[src/rtl/colour_scan_pkg.sv]
// rtl/colour_scan_pkg.sv - shared types, widths and threshold table for the colour scan sequencer
package colour_scan_pkg;

    typedef enum logic [1:0] {
        IDLE   = 2'd0,
        ARM    = 2'd1,
        SCAN   = 2'd2,
        REPORT = 2'd3
    } state_t;

    typedef enum logic [1:0] {
        RED   = 2'd0,
        GREEN = 2'd1,
        BLUE  = 2'd2
    } colour_t;

    localparam int COLOUR_W = 2;
    localparam int HIT_W    = 3;
    localparam int THRESH_W = 7;

    // Index 3 only exists when four colours are scanned; it reuses the lower threshold.
    function automatic logic [THRESH_W-1:0] threshold_for(input logic [COLOUR_W-1:0] idx);
        case (idx)
            RED:     threshold_for = 7'd80;
            GREEN:   threshold_for = 7'd70;
            BLUE:    threshold_for = 7'd70;
            default: threshold_for = 7'd70;
        endcase
    endfunction

endpackage

[src/rtl/colour_scan_sequencer_if.sv]
// rtl/colour_scan_sequencer_if.sv - camera frame strobe, colour_detect select and result handshake bundle
interface colour_scan_sequencer_if;
    import colour_scan_pkg::*;

    logic                startofpacket;
    logic                flag_reached;
    logic [COLOUR_W-1:0] colour_sel;
    logic [THRESH_W-1:0] threshold_percent;
    logic                result_valid;
    logic [COLOUR_W-1:0] result_colour;
    logic                result_ready;

    modport master (
        input  startofpacket,
        input  flag_reached,
        input  result_ready,
        output colour_sel,
        output threshold_percent,
        output result_valid,
        output result_colour
    );

    modport slave (
        output startofpacket,
        output flag_reached,
        output result_ready,
        input  colour_sel,
        input  threshold_percent,
        input  result_valid,
        input  result_colour
    );

endinterface

[src/rtl/frame_watchdog.sv]
// rtl/frame_watchdog.sv - counts cycles since the last frame start and flags expiry
module frame_watchdog #(
    parameter int TIMEOUT = 100000
) (
    input  logic clk,
    input  logic reset,
    input  logic clear,
    input  logic run,
    output logic expire
);

    localparam int               CNT_W = $clog2(TIMEOUT + 1);
    localparam logic [CNT_W-1:0] LAST  = CNT_W'(TIMEOUT - 1);

    logic [CNT_W-1:0] count;

    // Expiry lands exactly TIMEOUT cycles after the clearing cycle.
    assign expire = run && (count == LAST);

    always_ff @(posedge clk) begin
        if (reset || clear) begin
            count <= '0;
        end else if (run && (count != LAST)) begin
            count <= count + 1'b1;
        end
    end

endmodule

[src/rtl/colour_scan_sequencer.sv]
// rtl/colour_scan_sequencer.sv - round-robin colour target scan with per-colour hit confirmation
module colour_scan_sequencer
    import colour_scan_pkg::*;
#(
    parameter int NUM_COLOURS    = 3,
    parameter int CONFIRM_FRAMES = 3,
    parameter int FRAME_TIMEOUT  = 100000
) (
    input  logic                     clk,
    input  logic                     reset,
    input  logic                     enable,
    colour_scan_sequencer_if.master  bus,
    output logic                     timeout,
    output logic                     busy
);

    localparam logic [COLOUR_W-1:0] LAST_COLOUR = COLOUR_W'(NUM_COLOURS - 1);
    localparam logic [HIT_W-1:0]    CONFIRM_CNT = HIT_W'(CONFIRM_FRAMES);

    state_t              state;
    state_t              state_next;
    logic [COLOUR_W-1:0] colour_sel_q;
    logic [COLOUR_W-1:0] result_colour_q;
    logic                timeout_q;
    logic [HIT_W-1:0]    hit_cnt [4];
    logic [HIT_W-1:0]    cur_cnt;
    logic [HIT_W-1:0]    cur_cnt_inc;
    logic                arm_start;
    logic                sop_sample;
    logic                hit;
    logic                confirm;
    logic                handshake;
    logic                wd_clear;
    logic                wd_run;
    logic                wd_expire;
    logic                wd_timeout;
    logic                clear_hits;

    assign arm_start   = (state == ARM) && enable && bus.startofpacket;
    assign sop_sample  = (state == SCAN) && enable && bus.startofpacket;
    assign cur_cnt     = hit_cnt[colour_sel_q];
    assign cur_cnt_inc = (cur_cnt < CONFIRM_CNT) ? cur_cnt + 3'd1 : cur_cnt;
    assign hit         = sop_sample && bus.flag_reached;
    assign confirm     = hit && (cur_cnt_inc == CONFIRM_CNT);
    assign handshake   = (state == REPORT) && bus.result_ready;

    // A frame start on the expiry cycle wins: the frame is sampled and no timeout fires.
    assign wd_run     = (state == SCAN);
    assign wd_clear   = (state != SCAN) || bus.startofpacket;
    assign wd_timeout = wd_expire && enable && !bus.startofpacket;

    assign clear_hits = (state == IDLE) || (state == ARM) || handshake
                     || ((state == SCAN) && (!enable || wd_timeout));

    frame_watchdog #(
        .TIMEOUT (FRAME_TIMEOUT)
    ) u_frame_watchdog (
        .clk    (clk),
        .reset  (reset),
        .clear  (wd_clear),
        .run    (wd_run),
        .expire (wd_expire)
    );

    always_ff @(posedge clk) begin
        if (reset) begin
            state <= IDLE;
        end else begin
            state <= state_next;
        end
    end

    always_comb begin
        state_next = state;
        case (state)
            IDLE: begin
                if (enable) state_next = ARM;
            end
            ARM: begin
                if (!enable)                  state_next = IDLE;
                else if (bus.startofpacket)   state_next = SCAN;
            end
            SCAN: begin
                if (!enable)         state_next = IDLE;
                else if (confirm)    state_next = REPORT;
                else if (wd_timeout) state_next = ARM;
            end
            REPORT: begin
                if (handshake) state_next = enable ? ARM : IDLE;
            end
            default: state_next = IDLE;
        endcase
    end

    always_comb begin
        busy             = (state != IDLE);
        bus.result_valid = (state == REPORT);
    end

    assign bus.colour_sel        = colour_sel_q;
    assign bus.threshold_percent = threshold_for(colour_sel_q);
    assign bus.result_colour     = result_colour_q;
    assign timeout               = timeout_q;

    always_ff @(posedge clk) begin
        if (reset) begin
            colour_sel_q    <= '0;
            result_colour_q <= '0;
            timeout_q       <= 1'b0;
            for (int i = 0; i < 4; i++) begin
                hit_cnt[i] <= '0;
            end
        end else begin
            timeout_q <= wd_timeout;

            if (arm_start) begin
                colour_sel_q <= '0;
            end else if (sop_sample) begin
                colour_sel_q <= (colour_sel_q == LAST_COLOUR) ? '0 : colour_sel_q + 2'd1;
            end

            if (confirm) begin
                result_colour_q <= colour_sel_q;
            end

            // A miss breaks the run of consecutive hits for that colour only.
            if (clear_hits) begin
                for (int i = 0; i < 4; i++) begin
                    hit_cnt[i] <= '0;
                end
            end else if (sop_sample) begin
                hit_cnt[colour_sel_q] <= hit ? cur_cnt_inc : '0;
            end
        end
    end

endmodule

[src/flat_wrapper.sv]
// flat-port wrapper written by rule: the top's interface ports become plain ports
module colour_scan_sequencer_flat import colour_scan_pkg::*;
#(
    parameter int NUM_COLOURS    = 3,
    parameter int CONFIRM_FRAMES = 3,
    parameter int FRAME_TIMEOUT  = 100000
)
  (clk, reset, enable, timeout, busy, bus_startofpacket, bus_flag_reached, bus_result_ready, bus_colour_sel, bus_threshold_percent, bus_result_valid, bus_result_colour);
  colour_scan_sequencer_if bus_i ();
  input  logic clk;
  input  logic reset;
  input  logic enable;
  output logic timeout;
  output logic busy;
  input wire logic [$bits(bus_i.startofpacket)-1:0] bus_startofpacket;
  input wire logic [$bits(bus_i.flag_reached)-1:0] bus_flag_reached;
  input wire logic [$bits(bus_i.result_ready)-1:0] bus_result_ready;
  output wire logic [$bits(bus_i.colour_sel)-1:0] bus_colour_sel;
  output wire logic [$bits(bus_i.threshold_percent)-1:0] bus_threshold_percent;
  output wire logic [$bits(bus_i.result_valid)-1:0] bus_result_valid;
  output wire logic [$bits(bus_i.result_colour)-1:0] bus_result_colour;
  assign bus_i.startofpacket = bus_startofpacket;
  assign bus_i.flag_reached = bus_flag_reached;
  assign bus_i.result_ready = bus_result_ready;
  assign bus_colour_sel = bus_i.colour_sel;
  assign bus_threshold_percent = bus_i.threshold_percent;
  assign bus_result_valid = bus_i.result_valid;
  assign bus_result_colour = bus_i.result_colour;
  colour_scan_sequencer #(.NUM_COLOURS(NUM_COLOURS), .CONFIRM_FRAMES(CONFIRM_FRAMES), .FRAME_TIMEOUT(FRAME_TIMEOUT)) u_core (.clk(clk), .reset(reset), .enable(enable), .bus(bus_i), .timeout(timeout), .busy(busy));
endmodule
[config.mk]
export PLATFORM = sky130hd
export DESIGN_NAME = colour_scan_sequencer_flat
export DESIGN_NICKNAME = d
export VERILOG_FILES = /design/src/rtl/colour_scan_pkg.sv /design/src/rtl/colour_scan_sequencer_if.sv /design/src/rtl/frame_watchdog.sv /design/src/rtl/colour_scan_sequencer.sv /design/src/flat_wrapper.sv
export SDC_FILE = /design/constraint.sdc
export NUM_CORES = 1
export LEC_CHECK = 0
export ABC_AREA = 1
export BUFFER_PORTS_ARGS = -buffer_cell sky130_fd_sc_hd__buf_2
export CORE_MARGIN = 2
export CORE_UTILIZATION = 51
export DETAILED_ROUTE_END_ITERATION = 10
export PLACE_DENSITY_LB_ADDON = 0.2
export SYNTH_ARGS = -nofsm -noshare
export SYNTH_HDL_FRONTEND = slang
export SYNTH_SLANG_ARGS = --single-unit
[constraint.sdc]
create_clock -name clk -period 2.3 [get_ports clk]
set_input_delay 0.345 -clock clk [delete_from_list [all_inputs] [get_ports clk]]
set_output_delay 0.345 -clock clk [all_outputs]
set_load 0.005 [all_outputs]
**After elaboration in Yosys (flattened, before gate mapping)**

Memory sizes are Yosys's and may differ from the RTL's. A register that Yosys moved wholly into a read port is not among the register bits.
Index checks and enable logic that the tools add are counted.

- Input port bits: 6
- RAM bits: 12
- Memories: 1
- Register bits: 24
- Word-level logic and storage cells: 83

Memory list:

| memory | words | bits a word | read ports | clocked after Yosys merged registers in | wr ports | line | source |
|---|---|---|---|---|---|---|---|
| u_core.hit_cnt | 4 | 3 | 1 | 1 | 4 | colour_scan_sequencer.sv:25 | `logic [HIT_W-1:0] hit_cnt [4];` |

- Bitwise gates (word level): 4
- Mux-type cells: 31
- Add/subtract/negate cells: 3
- Order comparisons: 1
- Eq/ne operators: 12
- Reductions and logical operators: 26

Operators with widths:

| operator | number |
|---|---|
| $mux W2 | 11 |
| $mux W3 | 7 |
| $add A17 B1 Y17 const B | 1 |
| $eq A17 B17 Y1 const B | 1 |
| $ne A17 B17 Y1 const B | 1 |
| $logic_and A1 B1 Y1 | 12 |
| $mux W1 | 11 |
| $pmux W2 S4 | 1 |
| $eq A2 B2 Y1 const B | 3 |
| $logic_or A1 B1 Y1 | 6 |
| $mux W5 | 1 |
| $logic_not A2 Y1 | 2 |
| $ne A2 B2 Y1 const B | 2 |
| $ne A4 B2 Y1 const B | 1 |
| $or A1 B1 Y1 | 4 |
| $reduce_and A4 Y1 | 1 |
| $add A3 B1 Y3 const B | 1 |
| $eq A3 B2 Y1 const B | 1 |
| $lt A3 B2 Y1 const B | 1 |
| $ne A3 B3 Y1 const B | 1 |
| $reduce_or A3 Y1 | 1 |
| $add A2 B1 Y2 const B | 1 |
| $eq A2 B1 Y1 const B | 1 |
| $logic_not A1 Y1 | 2 |
| 3 further kinds | 3 |

**Depth between registers and ports, before layout**

Gate-level depths: netlist (run 1).

- Word-level depth: 12
- Depth in mapped cells: 16
- Depth with buffers taken out: 16

**Hierarchy**

A second synthesis (run 1) with hierarchy kept.

- Cell total of the unflattened synthesis: 305
- Area total of the unflattened synthesis: 2,157.1 sq um

By module, submodules not included:

| module | area each (sq um) | cells each | instances |
|---|---|---|---|
| colour_scan_sequencer | 1,168.6 | 152 | 1 |
| frame_watchdog | 988.4 | 153 | 1 |

**Least setup slack after synthesis (run 1)**

OpenSTA, ideal clock, no wires.

- Path type: reg-to-reg
- Start point: register u_core.u_frame_watchdog.count[0]
- End point: memory u_core.hit_cnt[1][0] (enable)
- Path buffers: 0
- Path slack: 0.613 ns
- Clock period less this slack: 1.687 ns
- Cell stages (with the launch flop): 8
- Data arrival time: 1.384 ns
- Cells stage by stage: dfxtp_1 ha_1 nand2_1 nor3_1 a31oi_1 o21ai_0 inv_1 nand2_1

RTL lines:

| what | line | source |
|---|---|---|
| start: declaration | frame_watchdog.sv:15 | `logic [CNT_W-1:0] count;` |
| start signal: assignment | frame_watchdog.sv:24 | `count <= count + 1'b1;` |
| end: declaration | colour_scan_sequencer.sv:25 |  |

==> results of run 1 <==
[layout make-up]
type | count | area, um^2
clock buffer | 8 | 101
fill | 374 | 1490
inverter | 44 | 165
multi-input combinational | 198 | 957
sequential | 38 | 881
tap | 48 | 60.1
timing repair buffer | 17 | 90.1
[worst max-delay path, stage by stage, from the launching register on]
cell                      delay, ns
sky130_fd_sc_hd__dfxtp_1       0.41
sky130_fd_sc_hd__ha_1          0.19
sky130_fd_sc_hd__nand2_1       0.08
sky130_fd_sc_hd__nor3_1        0.36
sky130_fd_sc_hd__a31oi_1       0.20
sky130_fd_sc_hd__o21ai_0       0.20
sky130_fd_sc_hd__inv_1         0.12
sky130_fd_sc_hd__nand2_1       0.14
[report_power, final]
part | leakage (nW) | switching (W) | internal [W]
combinational | 0.514 | 0.0000416 | 0.0000213
clock | 0.0506 | 0.000228 | 0.000281
sequential | 0.357 | 0.00000674 | 0.000695
[flip-flops by register name, indices dropped and copies added (netlist names), named ones only]
name                           flops
u_core.timeout                     1
u_core.hit_cnt                    12
u_core.state                       2
u_core.bus.colour_sel              2
u_core.u_frame_watchdog.count     17
u_core.bus.result_colour           2
[placed cells by master, fill, tap and decap left out, types with 8 or more instances in the layout]
cell                       instances
sky130_fd_sc_hd__a21oi_1          20
sky130_fd_sc_hd__buf_2            15
sky130_fd_sc_hd__dfxtp_1          26
sky130_fd_sc_hd__edfxtp_1         12
sky130_fd_sc_hd__inv_1            42
sky130_fd_sc_hd__nand2_1          69
sky130_fd_sc_hd__nand3_1          22
sky130_fd_sc_hd__nor2_1           34
sky130_fd_sc_hd__nor3_1            8
sky130_fd_sc_hd__o21ai_0          11
[logic make-up (layout without fill, tap and decap cells)]
group	count (synthesis)	count (layout)	synth area share
simple gates	150	150	0.331
buf+inv	50	69	0.102
flops	38	38	0.433
compound gates	35	35	0.0879
xor+xnor	7	7	0.0301
fa+ha+maj	2	2	0.0123
other cells	2	4	0.00369
[worst paths after layout]
kind / end / slack (ns) / cells past startpoint
max: u_core.hit_cnt[2][1] / 0.31 / 7
min: u_core.state[1] / 0.28 / 2
max reg2reg: u_core.hit_cnt[2][1] / 0.31 / 7
min reg2reg: u_core.u_frame_watchdog.count[4] / 0.45 / 2
[per-layer routing]
layer / GRT usage / routed length [um] / part of all wire / vias up
met5: 0 / 0 / 0 / -
met4: 0.0842 / 61 / 0.016 / 0
met3: 0.0550 / 146 / 0.038 / 5
met2: 0.337 / 1830 / 0.47 / 29
met1: 0.246 / 1850 / 0.48 / 769
li1: - / - / - / 943
[what timing repair did]
action	in CTS	in global routing
hold buffers	0	0
setup endpoints to repair	0	5
gates resized for setup	0	1
[stage by stage]
step	setup WS [ns]	instances	instance area, um^2
finish	0.312	353	2250
CTS	0.0261	353	2250
global placement	0.153	345	2150
floorplan	0.613	286	2040
detailed placement	0.0527	345	2150
global route	0.0953	353	2250
==> qor.yml, run 1 <==
clock-root-buffer: "sky130_fd_sc_hd__clkbuf_8"
post_route_cells_drive_above_1_share: 0.121
core_area_um2: 3740
critPathArrivalTime_ns: 1.98
fp-row-count: 22
timing.final.setup_violations: 0
rsz_0062_raised_after_global_routing: "false"
worst_setup_path_end_kind: "flip-flop"
place_congestion: 0.837
cts.htree.levels: 2
number_of_antenna_violations_at_the_first_check_in_global_routing: 0
synthesis.area_per_instance_um2: 7.16
worstSetupPathType: "flip-flop to flip-flop"
port_buffers: 15
synthTopCellsByArea: "sky130_fd_sc_hd__dfxtp_1, sky130_fd_sc_hd__edfxtp_1, sky130_fd_sc_hd__nand2_1"
fin_crit_sh: 0.864
synth-main-ff-cell: "sky130_fd_sc_hd__dfxtp_1"
power.leakage_nw: 0.921
timing_max_transition_violations_final: 0
layout_min_cycle_time_ns: 1.99
worst_setup_path_start_kind: "flip-flop"
final-hold-violation-count: 0
cts_sinks: 38
count_of_nets_left_with_antenna_violations_after_detail_routing: 0
cts_buffer_depth: 2
tightest_slew_ns: 0.632
critical_path_origin: "u_core.u_frame_watchdog.count[0]"
vias_in_the_first_global_route: 1572
fin_util: 0.602
num-nets-final: 312
detail_route.vias_per_cell: 4.95
synth-edff-count: 12
chipHeight_um: 67.2
synth-seq-area-share: 0.433
route.final.wire_length_um: 3890
via_count: 1746
synth_seq_cells: 38
synthDominantAreaCellType: "sky130_fd_sc_hd__dfxtp_1"
ys_top_cells_by_count: "sky130_fd_sc_hd__nand2_1, sky130_fd_sc_hd__inv_1, sky130_fd_sc_hd__nor2_1"
clk_transition_reported_paths_ns: 0.07
cell_count_after_synthesis: 284
yosys.cell_count.top_type: "sky130_fd_sc_hd__nand2_1"
worst_hold_slack_ns: 0.279
iteration_0_drc_count_of_the_detailed_router: 73
cts_tree: "yes"
insertion_delay_to_the_later_sink_of_the_worst_skew_pair_ns: 0.29
hold_path.class: "primary input to flip-flop"
max_cap_viol_count: 0
detail_route.drc_violations: 0
layout-area-overhead-vs-synth_pct: 10.8
routed_wire_length_per_instance_um: 11.0
antenna_cells_inserted: 0
synth_cell_types: 28
crit-reg2reg-launch: "u_core.u_frame_watchdog.count[0]"
floorplan.io_pins: 20
cts-buffers-inserted: 5
post-layout-total-power_w: 0.00127
count_of_synthesis_stage_warnings_from_yosys: 0
required_ns: 2.30
grt_start_max_net_pins: 15
synthArstFlopShare: 0
die_w_um: 67.2
clock_skew_ns: 0.00527
p_per_area_nw_per_um2: 565
worst-path-max-fanout: 6
max_freq_mhz: 503
synthesis.area_um2: 2030
first_pass_grt_wire_length_um: 6760
cts.repair_timing.setup_buffer_count: 0
floorplan.die_area_um2: 4510
grt_util_all_layers: 0.202
grt_overflow: 0
hold_path_startpoint: "reset"
drt_pre_antenna_iters: 4
irDropWorstVdd_v: 0.000355
post_route_setup_tns_ns: 0
dp.final_hpwl_um: 2950
initial_core_util: 0.543
outcome: "finished clean"
relSlewSlack: 0.579
synth_top_cell_area_share: 0.256
(Power assumes the default switching activity.)
==> inputs of run 2 (changes only) <==
--- a/config.mk
+++ b/config.mk
@@ -7,6 +7,7 @@
 export LEC_CHECK = 0
 export ABC_AREA = 1
 export BUFFER_PORTS_ARGS = -buffer_cell sky130_fd_sc_hd__buf_2
+export CORE_ASPECT_RATIO = 1.25
 export CORE_MARGIN = 2
 export CORE_UTILIZATION = 51
 export DETAILED_ROUTE_END_ITERATION = 10
==> run 2 against run 1 <==
Compared with the run above:
- sequential power barely moved
- critical path depth stayed put
- register-to-register slack better by 0.03 ns
- critical path type unchanged
- sequential share of layout area is 0.15 points higher
- core utilization shrank 1.4 points
- largest power group unchanged
==> qor.yml, run 2 (synthesis gave the netlist of run 1 again) <==
detail_route.vias_per_cell: 4.88  # -1.3%
cts.repair_timing.setup_buffer_count: 0  # unchanged
layout_common_cells: "sky130_fd_sc_hd__nand2_1, sky130_fd_sc_hd__inv_1, sky130_fd_sc_hd__nor2_1, sky130_fd_sc_hd__dfxtp_1, sky130_fd_sc_hd__nand3_1"
layout_commonest_cell: "sky130_fd_sc_hd__nand2_1"
grt_overflow: 0  # unchanged
worstPathCellList: "ha_1 -> nand2_1 -> nor3_1 -> a31oi_1 -> o21ai_0 -> inv_1 -> nand2_1"
cts-buffers-inserted: 5  # unchanged
routed_wire_length_per_instance_um: 11.4  # +3.5%
worst_setup_path_end_kind: "flip-flop"
clock_skew_ns: 0.00331  # -0.00196 ns
critPathArrivalTime_ns: 1.95  # -0.03 ns
floorplan.io_pins: 20  # unchanged
grt_start_max_net_pins: 12  # -3
port_buffers: 15  # unchanged
route.final.wire_length_um: 4100  # +5.6%
fin_crit_sh: 0.850  # -0.0144
layoutNonFillerInstCount: 360  # +2.0%
via_count: 1757  # +0.63%
floorplan.die_area_um2: 4510  # about the same
num-nets-final: 313  # +0.32%
hold_buffers: 0  # unchanged
required_ns: 2.30  # about the same
rsz_0062_raised_after_global_routing: "false"
dp.final_hpwl_um: 3280  # +11%
max_stage_delay_ns: 0.42  # about the same
core_area_um2: 3820  # +1.9%
detail_route.drc_violations: 0  # unchanged
p_per_area_nw_per_um2: 535  # -5.3%
worstSetupPathType: "flip-flop to flip-flop"
timing.final.setup_violations: 0  # unchanged
r2r_cells: 7  # unchanged
fin_util: 0.589  # -0.0137
grt_util_all_layers: 0.209  # +0.00721
timing_max_transition_violations_final: 0  # unchanged
cts_buffer_depth: 2  # unchanged
dp.cells: 352  # +2.0%
number_of_antenna_violations_at_the_first_check_in_global_routing: 0  # unchanged
layout-area-overhead-vs-synth_pct: 10.4
fp-row-count: 25  # +14%
worst_hold_path.num_cells: 2  # unchanged
clock-root-buffer: "sky130_fd_sc_hd__clkbuf_8"
hold_path.class: "primary input to flip-flop"
critical-path-top-cell-by-count: "sky130_fd_sc_hd__nand2_1"
largest_register_ffs: 17  # unchanged
placement.setup.worst_slack_ns: 0.328  # +0.275 ns
antenna_cells_inserted: 0  # unchanged
max_freq_mhz: 511  # +1.7%
setup_ws_ns: 0.345  # +0.0331 ns
post_route_cells_drive_above_1_share: 0.121  # -0.000396
cts_resized: 0  # unchanged
max_cap_viol_count: 0  # unchanged
post_route_setup_tns_ns: 0  # unchanged
worst-path-max-fanout: 6  # unchanged
count_of_nets_left_with_antenna_violations_after_detail_routing: 0  # unchanged
slowest_cell_on_the_critical_path: "sky130_fd_sc_hd__dfxtp_1"
outcome: "finished clean"
final-hold-violation-count: 0  # unchanged
initial_core_util: 0.533  # -0.0103
layout_min_cycle_time_ns: 1.96  # -0.0331 ns
cts.htree.levels: 2  # unchanged
layout_top_registers: "u_core.u_frame_watchdog.count x17, u_core.hit_cnt x12"
drt_pre_antenna_iters: 4  # unchanged
power.leakage_nw: 0.920  # about the same
clk_transition_reported_paths_ns: 0.07  # about the same
chipHeight_um: 74.6  # +11%
cts_tree: "yes"
insertion_delay_to_the_later_sink_of_the_worst_skew_pair_ns: 0.29  # about the same
worst_setup_path_start_kind: "flip-flop"
irDropWorstVdd_v: 0.000378  # +6.4%
die_w_um: 60.5  # -9.9%
max_flop_register: "u_core.u_frame_watchdog.count"
place_congestion: 0.802  # -4.1%
first_pass_grt_wire_length_um: 6920  # +2.3%
cts_sinks: 38  # unchanged
iteration_0_drc_count_of_the_detailed_router: 71  # -2.7%
vias_in_the_first_global_route: 1643  # +4.5%
-- run 2: changes by cell type in the layout (fill, tap and decap cells not counted), sizes merged --
cell,previous run,this run
clkinv,0,2
clkbuf,8,6
buf,17,18
-- run 2: layout make-up --
type | instances | area, um^2
tap | 54 | 67.6
sequential | 38 | 881
timing repair buffer | 18 | 97.6
fill | 399 | 1570
multi-input combinational | 198 | 953
inverter | 44 | 165
clock buffer | 6 | 72.6
clock inverter | 2 | 8.76
-- run 2: metal layers --
layer / track usage / vias to the layer above / share of wire
li1: - / 938 / -
met1: 0.227 / 785 / 0.41
met2: 0.382 / 28 / 0.54
met3: 0.0567 / 6 / 0.040
met4: 0.0821 / 0 / 0.012
met5: 0 / - / 0
-- run 2: through the flow --
stage	area, um^2	hold slack, ns	power, W
after floorplan	2040	0.414	0.000763
after global placement	2160	0.430	0.000780
after detailed placement	2160	0.437	0.000781
after CTS	2250	0.281	0.00121
after global routing	2250	0.300	0.00125
final	2250	0.291	0.00120
-- run 2: final timing paths --
path / start / endpoint / slack (ns)
hold / removal: reset / u_core.state[1] / 0.29
hold reg to reg: u_core.u_frame_watchdog.count[4] / u_core.u_frame_watchdog.count[4] / 0.45
setup reg to reg: u_core.u_frame_watchdog.count[0] / u_core.hit_cnt[3][2] / 0.34
setup / recovery: u_core.u_frame_watchdog.count[0] / u_core.hit_cnt[3][2] / 0.34
-- run 2: worst max-delay path, delay by kind of cell, from the launching register on --
| kind | cells | cell delay, ns |
|---|---|---|
| adders and majority gates | 1 | 0.20 |
| and+or+nand+nor | 3 | 0.58 |
| DFF | 1 | 0.42 |
| AOI/OAI and AO/OA | 2 | 0.35 |
| buffers and inverters | 1 | 0.11 |
-- run 2: power breakdown --
part / switching [W] / internal, W
clock network: 0.000228 / 0.000208
logic: 0.0000420 / 0.0000219
registers: 0.00000664 / 0.000695
total: 0.000276 / 0.000925
